<file path="config.mk">
export PLATFORM = sky130hd
export DESIGN_NAME = bitmap_scanout
export DESIGN_NICKNAME = d
export VERILOG_FILES = /design/src/rtl/bitmap_scanout.sv
export SDC_FILE = /design/constraint.sdc
export NUM_CORES = 2
export LEC_CHECK = 0
export CAP_MARGIN = 20
export CORE_AREA = 2 2 601 603
export DETAILED_ROUTE_END_ITERATION = 8
export DIE_AREA = 0 0 603 605
export PLACE_DENSITY_LB_ADDON = 0.05
export SETUP_SLACK_MARGIN = 0.1
export SLEW_MARGIN = 20
export SYNTH_ARGS = -nofsm -noshare
export SYNTH_HDL_FRONTEND = slang
export SYNTH_SLANG_ARGS = --single-unit
</file>
<file path="constraint.sdc">
create_clock -name clk -period 2.15 [get_ports clk]
set_input_delay 0.215 -clock clk [delete_from_list [all_inputs] [get_ports clk]]
set_output_delay 0.215 -clock clk [all_outputs]
set_load 0.05 [all_outputs]
</file>
<file path="src/rtl/bitmap_scanout.sv">
// Bitmap scan-out engine: fetches one bitmap word from the dedicated read port
// and streams it as single-bit pixels (x fastest) over a valid/ready interface.
module bitmap_scanout #(
    parameter int BMP_W  = 48,
    parameter int BMP_H  = 32,
    parameter int ADDR_W = 3
) (
    input  logic                   clk,
    input  logic                   rst_n,
    input  logic                   start,
    input  logic [ADDR_W-1:0]      bm_sel,
    input  logic                   abort,
    output logic [ADDR_W-1:0]      rd_addr,
    input  logic [BMP_W*BMP_H-1:0] rd_q,
    output logic                   pix_valid,
    input  logic                   pix_ready,
    output logic                   pix_data,
    output logic [5:0]             pix_x,
    output logic [4:0]             pix_y,
    output logic                   pix_last,
    output logic                   busy,
    output logic                   done
);

    localparam int         NPIX   = BMP_W * BMP_H;
    localparam logic [5:0] X_LAST = 6'(BMP_W - 1);
    localparam logic [4:0] Y_LAST = 5'(BMP_H - 1);

    typedef enum logic [1:0] {
        S_IDLE,
        S_FETCH,
        S_LOAD,
        S_STREAM
    } state_t;

    state_t              r_state;
    state_t              w_next;
    logic [ADDR_W-1:0]   r_rdAddr;
    logic [NPIX-1:0]     r_shreg;
    logic [5:0]          r_x;
    logic [4:0]          r_y;
    logic                r_done;
    logic                w_valid;
    logic                w_xfer;
    logic                w_last;
    logic                w_launch;

    assign w_valid  = (r_state == S_STREAM);
    assign w_last   = w_valid && (r_x == X_LAST) && (r_y == Y_LAST);
    assign w_xfer   = w_valid && pix_ready;
    assign w_launch = (r_state == S_IDLE) && start && !abort;

    always_ff @(posedge clk or negedge rst_n) begin
        if (!rst_n) begin
            r_state <= S_IDLE;
        end else begin
            r_state <= w_next;
        end
    end

    // Abort from any active state overrides every other transition.
    always_comb begin
        w_next = r_state;
        case (r_state)
            S_IDLE:   if (w_launch) w_next = S_FETCH;
            S_FETCH:  w_next = S_LOAD;
            S_LOAD:   w_next = S_STREAM;
            S_STREAM: if (w_xfer && w_last) w_next = S_IDLE;
            default:  w_next = S_IDLE;
        endcase
        if (abort && (r_state != S_IDLE)) begin
            w_next = S_IDLE;
        end
    end

    always_ff @(posedge clk or negedge rst_n) begin
        if (!rst_n) begin
            r_rdAddr <= '0;
            r_shreg  <= '0;
            r_x      <= '0;
            r_y      <= '0;
            r_done   <= 1'b0;
        end else begin
            r_done <= w_xfer && w_last && !abort;
            if (w_launch) begin
                r_rdAddr <= bm_sel;
            end
            if ((r_state == S_LOAD) && !abort) begin
                r_shreg <= rd_q;
                r_x     <= '0;
                r_y     <= '0;
            end else if (w_xfer && !abort) begin
                r_shreg <= {1'b0, r_shreg[NPIX-1:1]};
                // x wraps only at the row end; y saturates on the final row.
                if (r_x == X_LAST) begin
                    r_x <= '0;
                    if (r_y != Y_LAST) begin
                        r_y <= r_y + 5'd1;
                    end
                end else begin
                    r_x <= r_x + 6'd1;
                end
            end
        end
    end

    assign rd_addr   = r_rdAddr;
    assign pix_valid = w_valid;
    assign pix_data  = r_shreg[0];
    assign pix_x     = r_x;
    assign pix_y     = r_y;
    assign pix_last  = w_last;
    assign busy      = (r_state != S_IDLE);
    assign done      = r_done;

endmodule

</file>
## After elaboration in Yosys (flattened, before gate mapping)

Index checks and enable logic that the tools add are counted.

| storage, ports and cells | value |
|---|---|
| register bits after elaboration | 1553 |
| latch bits | 0 |
| bits in writable memories | 0 |
| bits in read-only memories | 0 |
| bits of input ports | 1544 |
| output and inout bits | 19 |
| logic and storage cells | 47 |
| memories kept | 0 |

| operators by class | value |
|---|---|
| add/subtract/negate cells | 2 |
| multipliers | 0 |
| div/mod/pow operators | 0 |
| magnitude comparators | 0 |
| equal/unequal tests | 8 |
| shift-type cells | 0 |
| muxes and demuxes | 13 |
| bitwise gates (word level) | 0 |
| reductions and logical operators | 18 |

Operators by type and width:

| operator | count |
|---|---|
| 1536-bit 2-to-1 mux | 2 |
| 5-bit 2-to-1 mux | 4 |
| 6-bit 2-to-1 mux | 3 |
| 1-bit logical AND | 10 |
| 2-bit case mux with 4 select lines | 1 |
| 2-bit nonzero test | 4 |
| 6-bit by 1-bit adder with 6-bit output (second input constant) | 1 |
| 6-bit equality test (second input constant) | 1 |
| 2-bit 2-to-1 mux | 3 |
| 5-bit by 1-bit adder with 5-bit output (second input constant) | 1 |
| 5-bit equality test (second input constant) | 1 |
| 5-bit inequality test (second input constant) | 1 |
| 2-bit equality test (second input constant) | 2 |
| 3-bit by 1-bit inequality test with 1-bit output (second input constant) | 1 |
| 3-bit by 2-bit inequality test with 1-bit output (second input constant) | 1 |
| 3-bit AND reduction | 1 |
| 2-bit by 1-bit equality test with 1-bit output (second input constant) | 1 |
| 2-bit logical NOT | 1 |
| 2-bit AND reduction | 1 |
| 1-bit logical NOT | 1 |

## Logic depth before layout (Yosys ltp)

| logic depth | value |
|---|---|
| depth after elaboration | 7 |
| gate-level depth with buffers | 9 |
| gate-level depth less buffers | 6 |

## Least setup slack after synthesis

OpenSTA, ideal clock, no wires.

| timing | value |
|---|---|
| path type | register -> output |
| start | reg r_y[0] (netlist: pix_y[0]) |
| end | out pix_last |
| arrival | 2482 ps |
| data required time | 1935 ps |
| setup slack | -547 ps |
| stages on the path, launching flop included | 6 |
| path buffers | 0 |
| path through | dfrtp_1 -> ha_1 -> and3_1 -> ha_1 -> nand3b_1 -> nor3_1 |

| between the ends | value |
|---|---|
| word-level cells in the longest chain between the ends | 2 |

Ends and longest elaborated chain:

| element | line | source |
|---|---|---|
| start: declaration | 41 | `logic [4:0] r_y;` |
| start signal: assignment | 98 | `r_y <= r_y + 5'd1;` |
| 5-bit equality test | 49 | `assign w_last = w_valid && (r_x == X_LAST) && (r_y == Y_LAST);` |
| 1-bit logical AND | 49 |  |
| end: declaration | 20 | `output logic pix_last,` |

Every way passes these cells.

## Final worst setup path

| timing | value |
|---|---|
| start | reg r_y[1] (netlist: pix_y[1]) |
| end | out pix_last |

The elaborated chain is that of the path after synthesis.

==> metrics <==
run status=finished with violations; failing checks=setup timing; hpwl dp=261400 um; latest clock arrival within the worst-skew pair=0.89 ns; Routability Congestion=a little under 0.8; final WL=399200 um; Comb power frac=41.2%; Rel. slew slack=between 10% and 20%; Net Sw Power=43450 uW; CTS max path bufs=4; worst setup margin=-0.3691 ns; Core ar.=358100 um2; Mapped Nets=about 8500; placed cell area=97850 um2; # rows=220; setup TNS=-21.64 ns; leak pwr=0.06246 uW; Clk pwr share=28.4%; critical path peak fanout=2; Synth top cells by count=o21ai_1, dfrtp_1, mux2i_1; Mapped Cells=a little under 7000; Detail Route Antenna Nets=0; Final Cycle Share=117.2%; Area Growth Syn to Fin=77.22%; Least-Margin Pin Slew=1.224 ns; Overflow after GRT=0; Avg WL per Cell=around 26 um; maxcap violations=0; Final setup viols=432; CTS tree=built; VDD IR-drop max=735.8 uV; fmax=0.3970 GHz; Vias/cell=4.631; Vias=71644; power per cell area=962.6 nW/um2; DRT Pass-1 Iters=5; initial antenna violation count=314; clock root cell=clkbuf_16; Synth top area share=between 50 and 60%; Detailed Route Iter0 Violations=4277; TritonCTS Buffers=208; die area=364800 um2; largest net degree at the start of global routing=171; met2 WL=about 200000 um; met3 WL post-DR=between 15000 and 20000 um; Hold Path Class=in -> reg; leading area contributor after synthesis=dfrtp_1; most common cell in the synthesized netlist=o21ai_1; main area contributors after synthesis=dfrtp_1, mux2i_1, o21ai_1; number of global-route vias before repair=~74000; Sw Ratio=approximately 34%; final worst path period need=2.519 ns; Starting Density=20.81%; unrepaired setup endpoints after global routing=true; CP Launch Type=flop; num ports=1563; Ys Warns=0; Die Span Y=605 um; Slew Limit Fails=0; CTS clock-pin slew for the worst setup and hold paths=0.06 ns; filler cell count=35690; ys flop type=dfrtp_1; P_int=approximately 84000 uW; PortBufs=1562; Sink Count=1553; clk_skew=0.03533 ns; Die X-Extent=603 um; Mapped Avg Cell Area=between 10 and 15 um2; crit end category=primary output; All-Layer GR Usage=a little over 20%; Residual DRC=0; M1 WL=162200 um; sequential-to-total area share from yosys stat=52.15%; WP data required=1.93 ns; H-tree levels=4; Synth Register Bits=1553; final hold viol count=0; first-pass GRT wire length=551300 um; Arr. time, crit path=2.30 ns; net count reported at finish=11921; fraction of layout instances using a drive strength above 1=18.20%; part of the power in registers=a little over 30%; fraction of registers with async set/reset=100.0%; count of cell types in the netlist=just over 40; WS Path Type=reg -> out; Max Used Layer=met5; Mapped Area=74520 um2; Finished Cell Area=132100 um2; EDFF count, synth=0
cell families after synthesis:
group,count (synthesis),synth area share (%)
AND/OR/NAND/NOR,41,0.3476
XOR/XNOR,1,0.01175
flip-flops,1553,52.15
multiplexers,1541,20.70
AO/OA/AOI/OAI,3092,20.84
buffers and inverters,697,5.848
adder cells (fa/ha/maj),6,0.1007
metal layers:
metal	GRT usage [%]	up-vias
li1	-	32513
met1	24.87	36175
met2	36.45	2038
met3	3.561	822
met4	7.486	96
met5	0	-
layout by cell type (no fill, tap or decap), types with 6 or more instances in the layout:
cell type / instances
dfrtp_1: 1549
clkdlybuf4s50_1: 1541
mux2i_1: 1447
dlygate4sd3_1: 1363
o21ai_0: 1327
o21ai_1: 1275
o21ai_2: 457
buf_4: 342
clkbuf_16: 288
buf_12: 233
buf_16: 189
diode_2: 164
buf_6: 88
buf_8: 63
clkbuf_8: 62
mux2i_2: 56
clkbuf_1: 48
mux2i_4: 34
clkinv_2: 30
bufbuf_16: 18
o21ai_4: 11
bufinv_16: 10
inv_1: 6
nand2_1: 6
a21oi_1: 6
critical path: stages (launching register included):
cell      delay [ns]
dfrtp_2         0.39
ha_4            0.14
and3_4          0.19
ha_4            0.12
nand3b_1        0.12
buf_6           0.15
nor3_4          0.16
buf_12          0.18
power groups by stage:
stage / Combinational [uW] / Sequential (uW) / Clock, uW
2_1_floorplan: 19900 / 37700 / 0
3_3_place_gp: 32800 / 38800 / 0
3_5_place_dp: 33100 / 38800 / 0
4_1_cts: 47500 / 38400 / 37300
5_1_grt: 56100 / 39300 / 38500
6_report: 52400 / 38600 / 36100
through the flow:
| step | worst slack, ns | power [uW] | util (%) | std cells | hold slack (ns) |
|---|---|---|---|---|---|
| floorplan | 0.1246 | 57650 | - | 6931 | -0.08059 |
| global placement | -0.07445 | 71530 | 27.32 | 13061 | 0.1793 |
| detailed placement | -0.08286 | 71970 | 27.32 | 13061 | 0.1819 |
| CTS | -0.5558 | 123300 | 35.41 | 15136 | 0.00008993 |
| global route | -0.5230 | 133900 | 36.84 | 15413 | 0.03780 |
| finish | -0.3691 | 127100 | 36.88 | 15469 | 0.08799 |
path summary, 6_finish.rpt:
| kind | startpoint | end | slack (ns) | depth (start not counted) |
|---|---|---|---|---|
| min in group asynchronous | rst_n | r_shreg[1123] | 0.19 | 3 |
| max | pix_y[1] | pix_last | -0.37 | 7 |
| min reg2reg | r_shreg[1206] | r_shreg[1206] | 0.48 | 2 |
| min | rd_q[900] | r_shreg[900] | 0.09 | 3 |
| max in group asynchronous | rst_n | r_shreg[767] | 1.15 | 5 |
| max reg2reg | pix_y[1] | r_state[1] | -0.21 | 12 |
flip-flops by register name, summed over array words and instances, names as in the netlist:
signal   flops
rd_addr      3
pix_y        5
r_shreg   1536
r_state      2
done         1
pix_x        6
repair_timing:
action / in CTS / in global routing
gates cloned: 150 / 89
setup buffers: 191 / 118
pin swaps: 77 / 310
hold buffers: 1364 / 0
endpoints found under the setup margin: 1149 / 1541
endpoints found under the hold margin: 2303 / 0
gates resized for setup: 494 / 825
area by class of cell:
| cell class | count | area, um2 | area share (%) |
|---|---|---|---|
| diodes | 164 | 410.4 | 0.3107 |
| repair buffers | 3918 | 46000 | 34.83 |
| multi-input cells | 4681 | 33880 | 25.65 |
| clock inverters | 50 | 589.3 | 0.4462 |
| flip-flops and latches | 1553 | 38870 | 29.43 |
| clock buffers | 321 | 6314 | 4.781 |
| well taps | 4773 | 5972 | 4.522 |
| inverters | 9 | 38.79 | 0.02937 |
Note: power is estimated with default switching activity, not from simulation.
